### config.mk
export PLATFORM = sky130hd
export DESIGN_NAME = reg_file_mp
export DESIGN_NICKNAME = d
export VERILOG_FILES = /design/src/rtl/regfile_pkg.sv /design/src/rtl/rf_read_port.sv /design/src/rtl/reg_file_mp.sv
export SDC_FILE = /design/constraint.sdc
export NUM_CORES = 1
export LEC_CHECK = 0
export ABC_CLOCK_PERIOD_IN_PS = 4700
export BUFFER_PORTS_ARGS = -buffer_cell sky130_fd_sc_hd__buf_2
export CAP_MARGIN = 25
export CORE_MARGIN = 3
export CORE_UTILIZATION = 63
export CTS_CLUSTER_DIAMETER = 80
export CTS_CLUSTER_SIZE = 8
export DETAILED_ROUTE_END_ITERATION = 10
export PLACE_DENSITY_LB_ADDON = 0.05
export REMOVE_ABC_BUFFERS = 1
export SYNTH_ARGS = -nofsm -noshare
export SYNTH_HDL_FRONTEND = slang
export SYNTH_SLANG_ARGS = --single-unit
### constraint.sdc
create_clock -name clk -period 4.7 [get_ports clk]
set_input_delay 0.94 -clock clk [delete_from_list [all_inputs] [get_ports clk]]
set_output_delay 0.94 -clock clk [all_outputs]
set_load 0.01 [all_outputs]
### src/rtl/regfile_pkg.sv
// Shared constants for the datapath register file: default widths used by
// decode/writeback and the clear-FSM state encoding.
package regfile_pkg;

  localparam int DEFAULT_DATA_W = 32;
  localparam int DEFAULT_ADDR_W = 5;

  typedef enum logic {
    ST_CLEAR = 1'b0,
    ST_IDLE  = 1'b1
  } rf_state_e;

endpackage : regfile_pkg

### src/rtl/rf_read_port.sv
// One registered read port: selects zero / bypassed write data / array data,
// or holds its last value when not enabled.
module rf_read_port
  import regfile_pkg::*;
#(
  parameter int DATA_W   = DEFAULT_DATA_W,
  parameter int ADDR_W   = DEFAULT_ADDR_W,
  parameter int ZERO_REG = 1,
  parameter int BYPASS   = 1
) (
  input  logic              clk,
  input  logic              rst_n,
  input  logic              rd_en_i,
  input  logic [ADDR_W-1:0] rd_addr_i,
  input  logic              block_i,
  input  logic              byp_en_i,
  input  logic [ADDR_W-1:0] wr_addr_i,
  input  logic [DATA_W-1:0] wr_data_i,
  input  logic [DATA_W-1:0] mem_data_i,
  output logic [DATA_W-1:0] rd_data_o
);

  logic [DATA_W-1:0] rd_data_q, rd_data_d;

  // NOTE: the hold value is assigned first so every path drives rd_data_d and no latch is inferred.
  always_comb begin
    rd_data_d = rd_data_q;
    if (rd_en_i) begin
      if (block_i) begin
        rd_data_d = '0;
      end else if ((ZERO_REG != 0) && (rd_addr_i == '0)) begin
        rd_data_d = '0;
      end else if ((BYPASS != 0) && byp_en_i && (wr_addr_i == rd_addr_i)) begin
        rd_data_d = wr_data_i;
      end else begin
        rd_data_d = mem_data_i;
      end
    end
  end

  // NOTE: flops use non-blocking assignments so all registers update together on the edge.
  always_ff @(posedge clk) begin
    if (!rst_n) begin
      rd_data_q <= '0;
    end else begin
      rd_data_q <= rd_data_d;
    end
  end

  assign rd_data_o = rd_data_q;

endmodule : rf_read_port

### src/rtl/reg_file_mp.sv
// Multi-read, single-write register file with a hardware clear FSM that
// zeroes every entry after reset or on clr_req.
module reg_file_mp
  import regfile_pkg::*;
#(
  parameter int DATA_W   = DEFAULT_DATA_W,
  parameter int ADDR_W   = DEFAULT_ADDR_W,
  parameter int NUM_RD   = 2,
  parameter int ZERO_REG = 1,
  parameter int BYPASS   = 1
) (
  input  logic                     clk,
  input  logic                     rst_n,
  input  logic [NUM_RD-1:0]        rd_en,
  input  logic [NUM_RD*ADDR_W-1:0] rd_addr,
  output logic [NUM_RD*DATA_W-1:0] rd_data,
  input  logic                     wr_en,
  input  logic [ADDR_W-1:0]        wr_addr,
  input  logic [DATA_W-1:0]        wr_data,
  input  logic                     clr_req,
  output logic                     busy
);

  localparam int DEPTH = 1 << ADDR_W;

  rf_state_e         state_q, state_d;
  logic [ADDR_W-1:0] clr_ptr_q, clr_ptr_d;
  logic              busy_q, busy_d;

  logic [DATA_W-1:0] mem [DEPTH];
  logic              mem_we;
  logic [ADDR_W-1:0] mem_waddr;
  logic [DATA_W-1:0] mem_wdata;
  logic              wr_fire;

  assign wr_fire = (state_q == ST_IDLE) && wr_en;

  always_comb begin
    state_d   = state_q;
    clr_ptr_d = clr_ptr_q;
    busy_d    = busy_q;
    unique case (state_q)
      ST_CLEAR: begin
        clr_ptr_d = clr_ptr_q + ADDR_W'(1);
        if (clr_ptr_q == {ADDR_W{1'b1}}) begin
          state_d = ST_IDLE;
          busy_d  = 1'b0;
        end
      end
      ST_IDLE: begin
        if (clr_req) begin
          state_d   = ST_CLEAR;
          clr_ptr_d = '0;
          busy_d    = 1'b1;
        end
      end
      default: state_d = ST_CLEAR;
    endcase
  end

  always_ff @(posedge clk) begin
    if (!rst_n) begin
      state_q   <= ST_CLEAR;
      clr_ptr_q <= '0;
      busy_q    <= 1'b1;
    end else begin
      state_q   <= state_d;
      clr_ptr_q <= clr_ptr_d;
      busy_q    <= busy_d;
    end
  end

  // Single array write port shared by the clear sweep and user writes;
  // a write coinciding with reset is lost.
  always_comb begin
    mem_we    = 1'b0;
    mem_waddr = wr_addr;
    mem_wdata = wr_data;
    if (!rst_n) begin
      mem_we = 1'b0;
    end else if (state_q == ST_CLEAR) begin
      mem_we    = 1'b1;
      mem_waddr = clr_ptr_q;
      mem_wdata = '0;
    end else if (wr_en && !((ZERO_REG != 0) && (wr_addr == '0))) begin
      mem_we = 1'b1;
    end
  end

  // NOTE: the array is deliberately not reset; the clear FSM zeroes it, keeping it mappable to RAM.
  always_ff @(posedge clk) begin
    if (mem_we) begin
      mem[mem_waddr] <= mem_wdata;
    end
  end

  for (genvar i = 0; i < NUM_RD; i++) begin : g_rd
    rf_read_port #(
      .DATA_W  (DATA_W),
      .ADDR_W  (ADDR_W),
      .ZERO_REG(ZERO_REG),
      .BYPASS  (BYPASS)
    ) u_port (
      .clk       (clk),
      .rst_n     (rst_n),
      .rd_en_i   (rd_en[i]),
      .rd_addr_i (rd_addr[i*ADDR_W +: ADDR_W]),
      .block_i   (busy_q),
      .byp_en_i  (wr_fire),
      .wr_addr_i (wr_addr),
      .wr_data_i (wr_data),
      .mem_data_i(mem[rd_addr[i*ADDR_W +: ADDR_W]]),
      .rd_data_o (rd_data[i*DATA_W +: DATA_W])
    );
  end

  assign busy = busy_q;

endmodule : reg_file_mp

==> flow_summary_export.csv, run 1 <==
group,metric,value,unit
logic_synthesis,synthCells,2695,
timing,rsz0062_at_grt,"no",
setup_path,max_stage_delay,750,ps
floorplan,dieArea,83470,sq um
setup_path,crit_path_end_kind,"flop",
logic_synthesis,synth_edf_count,1024,
setup_path,crit_required,5110,ps
setup_path,worstPathCellList,"nand2b_2 > mux2i_1 > or3b_2 > nor2_4 > buf_12",
clocking,cts.sinks,1095,
timing,clock_skew,26.86,ps
timing,fin_crit,3546,ps
logic_synthesis,synth_top_family_by_area,"multiplexers",
final_layout,syn_to_final_growth,14.99,%
floorplan,die_h,288.9,um
pwr,seq_power_share,47.1,%
hold_path,hold_class,"reg -> reg",
run,drv_cap,0,
final_layout,seq_area,32170,sq um
final_layout,multi_input_area,17420,sq um
logic_synthesis,synthFlopType,"edfxtp_1",
clocking,postCtsResizedCells,0,
pwr,p_leak,19.33,nW
setup_path,critPathSlowestCell,"or3b_2",
global_routing,grt_max_degree,55,
pwr,intPower,17.68,mW
logic_synthesis,yosys-top-cells-count,"edfxtp_1, mux4_2, mux2i_1",
route,drc,0,
logic_synthesis,synth_warnings,0,
pwr,p_comb_share,7.7,%
pwr,irDropWorstVdd,0.0003265,V
placed_design,place_area,53180,sq um
timing,final-setup-viol-count,0,
global_routing,grt_remaining_overflow,0,
setup_path,path_class,"reg -> reg",
timing,period_share,75.44,%
logic_synthesis,synth_adder_area_share,0.04962,%
logic_synthesis,synth-simple-area-share,2.628,%
logic_synthesis,synthTopCellsByArea,"edfxtp_1, mux4_2, mux2i_1",
global_routing,antenna_found_initial,2,
pwr,pwr_density_cell,395.4,nW/um^2
route,first_pass_iters,9,
final_layout,nets,2978,
setup_path,arrival,3950,ps
global_routing,grt_pass1_vias,31720,
logic_synthesis,seq_area_frac_synth,63.80,%
timing,worst_pin_slew,1078,ps
clocking,htreeDepth,4,
final_layout,fill_cells,4665,
floorplan,ios,118,
timing,slew_headroom,27.90,%
route,drt_iter0_markers,4262,
logic_synthesis,synth.most_common_cell,"edfxtp_1",
timing,hold_viol,0,
setup_path,critPathLaunchType,"flop",
outcome,status,"completed",
setup_path,critPathMaxFanout,18,
clocking,clk_latency,740,ps
route,routed_via_density,7.677,
logic_synthesis,async_reset_ff_share,0,%
clocking,cts_tree,"yes",
clocking,clkSlewWorstSetupHoldPaths,50,ps
logic_synthesis,yosys.area_share.xor_xnor,0.2084,%
final_layout,drive_above_1_share,32.99,%
floorplan,start_util,63.73,%
timing,max_freq,0.2820,GHz
floorplan,row_count,103,
clocking,cts_made_buffers,154,
route,drt-total-wl,158100,um
clocking,clockBufferDepth,3,
placed_design,portBuffers,117,
placed_design,place.gp.congestion,0.8879,
final_layout,final_cell_area,57990,sq um
floorplan,core-area,79130,sq um
clocking,clock-root-buffer,"clkbuf_16",
route,via_count,31390,
floorplan,fp.dieW,288.9,um
pwr,swShare,22.89,%
timing,slew_violations,0,
clocking,cts_hold_buf,0,
logic_synthesis,yosysTopAreaCellShare,60.98,%
logic_synthesis,synth_compound_area_share,5.754,%
global_routing,grt_pass1_wl,225400,um
route,wl_per_cell,38.65,um
logic_synthesis,ys_seq_elements,1095,
placed_design,hpwlAfterDp,98020,um
pwr,power.share.clock,45.2,%
route,antenna_left,0,
pwr,p_sw,5.248,mW
logic_synthesis,syn_area,50430,sq um
logic_synthesis,synth.avg_cell_area,18.71,sq um
logic_synthesis,synth_cell_types,54,
timing,setup_tns,0,ps
clocking,cts_setup_buffers,0,
logic_synthesis,synth.area.mux_share,25.27,%
logic_synthesis,synth_top_area_cell,"edfxtp_1",
global_routing,grt_use_total,38.51,%
==> area by class of cell <==
cell class	count	share of cell area (%)
multi-input cells	1364	30.05
inverters	11	0.07121
flip-flops and latches	1095	55.48
clock buffers	259	7.436
well taps	1050	2.266
diodes	2	0.008631
repair buffers	297	4.369
clock inverters	11	0.3237
==> state kept, by name, indices dropped and copies added, names as in the netlist <==
register and flops:
mem 1024, state_q 1, clr_ptr_q 5, busy 1
g_rd.u_port.rd_data_o 64
==> layout by cell type (no fill, tap or decap), drive strengths merged, types with 12 or more instances in the layout <==
cell type and n:
a2111oi 19, a211oi 54, a221o 29, a221oi 50, a22o 42, and2 38, buf 297, clkbuf 259
dfxtp 71, edfxtp 1024, inv 18, mux2 42, mux2i 238, mux4 439, nand2 62, nand2b 31
nor2 53, nor2b 27, nor3 12, o21ai 57, o221ai 54, o22ai 34
==> final timing paths <==
path | end | from | slack [ps] | cells after the start
max | mem[27][7] | state_q | 1150 | 5
min | g_rd[1].u_port.rd_data_o[5] | g_rd[1].u_port.rd_data_o[5] | 450 | 2
max reg2reg | mem[27][7] | state_q | 1150 | 5
min reg2reg | g_rd[1].u_port.rd_data_o[5] | g_rd[1].u_port.rd_data_o[5] | 450 | 2
==> kinds of logic after synthesis <==
group | count (synthesis)
flops | 1095
mux | 719
compound gates | 372
simple gates | 259
buf+inv | 236
xor+xnor | 12
fa+ha+maj | 2
==> power groups by stage <==
stage	Combinational, mW	Sequential, mW	Clock, mW
3_5_place_dp	1.70	11.0	0
2_1_floorplan	0.830	11.0	0
5_1_grt	1.83	10.8	10.9
4_1_cts	1.71	10.8	10.4
3_3_place_gp	1.67	11.0	0
6_report	1.77	10.8	10.4
==> critical path: cells and delay by family, from the launching register on <==
kind	cells	cell delay [ps]
multiplexers	1	250
buffers and inverters	1	270
AND/OR/NAND/NOR	3	2050
flip-flops	1	650
==> routing by layer <==
metal	GRT usage [%]	vias to the layer above	wire, um
met5	0	-	10
met4	22.24	2	10450
met3	10.07	590	18560
met2	59.80	2518	75020
met1	50.03	16250	54010
li1	-	12030	-
==> per-stage QoR <==
step	instances	utilization, %	power (mW)	hold slack, ps	setup WS (ps)
detailed placement	3800	67.21	12.68	448.1	820.2
finish	4089	73.28	22.93	452.9	1154
CTS	4070	72.89	22.90	422.7	1231
global route	4087	73.28	23.48	447.1	1057
floorplan	2470	-	11.80	473.8	377.9
global placement	3798	67.15	12.64	437.7	799.7
Power figures use the tool's default switching activity.
==> inputs of run 2 (changes only) <==
--- a/config.mk
+++ b/config.mk
@@ -5,7 +5,7 @@
 export SDC_FILE = /design/constraint.sdc
 export NUM_CORES = 1
 export LEC_CHECK = 0
-export ABC_CLOCK_PERIOD_IN_PS = 4700
+export ABC_CLOCK_PERIOD_IN_PS = 3400
 export BUFFER_PORTS_ARGS = -buffer_cell sky130_fd_sc_hd__buf_2
 export CAP_MARGIN = 25
 export CORE_MARGIN = 3
==> constraint.sdc (replaced) <==
create_clock -name clk -period 3.4 [get_ports clk]
set_input_delay 0.68 -clock clk [delete_from_list [all_inputs] [get_ports clk]]
set_output_delay 0.68 -clock clk [all_outputs]
set_load 0.01 [all_outputs]
==> run 2 against run 1 <==
  * Combinational power rose by 41%
  * Power rose by 38%
  * Via count rose by 1.9%
  * Setup slack got worse by 280 ps
  * Utilization rose by 1.1 points
  * Sequential share of layout area fell by 0.83 points
  * Clock skew fell by 8.8 ps
  * Register-to-register slack got worse by 280 ps
==> flow_summary_export.csv, run 2 (synthesis results as in run 1) <==
group,metric,value,unit
clocking,clockBufferDepth,3,
global_routing,grt_remaining_overflow,0,
clocking,cts_hold_buf,0,
route,first_pass_iters,8,
final_layout,syn_to_final_growth,16.74,%
setup_path,crit_required,3780,ps
timing,max_freq,0.3956,GHz
setup_path,path_class,"reg -> reg",
floorplan,ios,118,
route,wirelength_met1,54840,um
floorplan,dieArea,83470,sq um
hold_path,hold_class,"in -> reg",
timing,final-setup-viol-count,0,
setup_path,worstPathCellList,"nand2b_2 > buf_12 > o31ai_1 > nand2_1 > nor2_4 > buf_12",
final_layout,largest_reg_flops,1024,
clocking,postCtsResizedCells,0,
global_routing,grt_use_total,40.42,%
global_routing,grt_max_degree,68,
placed_design,dp_slack,309.2,ps
setup_path,max_stage_delay,460,ps
clocking,clk_latency,730,ps
timing,period_share,74.34,%
route,drc,0,
setup_path,critPathMaxFanout,42,
route,via_count,32000,
route,routed_via_density,7.734,
floorplan,start_util,63.73,%
pwr,p_leak,19.74,nW
floorplan,core-area,79130,sq um
pwr,p_sw,7.223,mW
global_routing,antenna_found_initial,0,
pwr,p_comb_share,7.9,%
global_routing,grt_pass1_wl,234200,um
run,drv_cap,0,
pwr,seq_power_share,47.0,%
setup_path,crit_path_end_kind,"flop",
floorplan,die_h,288.9,um
route,drt-total-wl,164900,um
floorplan,row_count,103,
pwr,finalPower,31.75,mW
clocking,cts_tree,"yes",
pwr,irDropWorstVdd,0.0006124,V
timing,hold_viol,0,
setup_path,crit_top_cell,"buf_12",
final_layout,nets,3032,
timing,fin_ws,872.4,ps
clocking,cts_made_buffers,154,
timing,setup_tns,0,ps
setup_path,arrival,2910,ps
global_routing,grt_pass1_vias,32420,
placed_design,hpwlAfterDp,95140,um
route,dr_wl_met3,24270,um
clocking,clock-root-buffer,"clkbuf_16",
route,wl_met2,75260,um
final_layout,fill_cells,4615,
timing,clock_skew,18.09,ps
route,drt_iter0_markers,4840,
clocking,cts_setup_buffers,0,
timing,worst_pin_slew,1044,ps
outcome,status,"completed",
clocking,clkSlewWorstSetupHoldPaths,50,ps
clocking,cts.sinks,1095,
route,antenna_left,0,
final_layout,final_cell_mix,"edfxtp_1, mux4_2, mux2i_1, clkbuf_16, buf_4",
placed_design,place.gp.congestion,0.8597,
final_layout,drive_above_1_share,34.24,%
pwr,swShare,22.75,%
route,top_layer,"met4",
route,wl_per_cell,39.86,um
final_layout,top_register,"mem",
setup_path,critPathLaunchType,"flop",
setup_path,critPathSlowestCell,"o31ai_1",
floorplan,fp.dieW,288.9,um
clocking,htreeDepth,4,
placed_design,portBuffers,117,
pwr,intPower,24.53,mW
timing,rsz0062_at_grt,"no",
timing,slew_violations,0,
timing,fin_crit,2528,ps
final_layout,final_common_cell,"edfxtp_1",
timing,slew_headroom,30.40,%
pwr,power.share.clock,45.1,%
pwr,pwr_density_cell,539.3,nW/um^2
==> run 2: cell count changes in the layout (fill, tap and decap cells not counted), sizes merged <==
cell    delta
buf       +54
clkbuf     -4
clkinv     -1
diode      -1
inv        +1
==> run 2: path summary, 6_finish.rpt <==
| kind | startpoint | end | slack [ps] | cells after the start |
|---|---|---|---|---|
| min | wr_data[18] | g_rd[0].u_port.rd_data_o[18] | 200 | 2 |
| max | state_q | mem[16][7] | 870 | 6 |
| max reg2reg | state_q | mem[16][7] | 870 | 6 |
| min reg2reg | g_rd[1].u_port.rd_data_o[20] | g_rd[1].u_port.rd_data_o[20] | 440 | 2 |
==> run 2: cell type report <==
type                            instances  area (sq um)  share of cell area [%]
Inverter                               11         41.29                 0.07014
Tap cell                             1050          1314                   2.232
Multi-Input combinational cell       1364         17420                   29.60
Clock buffer                          255          4318                   7.335
Sequential cell                      1095         32170                   54.65
Timing Repair Buffer                  351          3423                   5.815
Antenna cell                            1         2.502                0.004251
Clock inverter                         11         175.2                  0.2976
==> run 2: layer usage <==
layer / track usage [%] / vias up
li1: - / 12160
met1: 54.02 / 16380
met2: 60.57 / 2828
met3: 12.54 / 636
met4: 21.50 / 0
met5: 0 / -
==> run 2: power groups by stage <==
stage / registers, mW / logic, mW / clock network, mW
after CTS: 14.9 / 2.44 / 14.4
after detailed placement: 15.2 / 2.43 / 0
after global routing: 14.9 / 2.58 / 15.0
final: 14.9 / 2.49 / 14.3
after floorplan: 15.2 / 1.15 / 0
after global placement: 15.2 / 2.39 / 0
==> run 2: per-stage QoR <==
step	cell area (sq um)	std cells	utilization (%)	hold WS [ps]
2_1_floorplan	49310	2470	-	473.8
3_3_place_gp	54370	3871	68.71	436.6
3_5_place_dp	54370	3871	68.71	438.9
4_1_cts	58870	4137	74.39	156.0
5_1_grt	58870	4137	74.39	188.5
6_report	58870	4138	74.40	196.2
==> run 2: worst max-delay path, delay by kind of cell, from the launching register on <==
family	cells	cell delay (ps)
compound gates	1	460
buf+inv	2	580
flops	1	300
simple gates	3	800
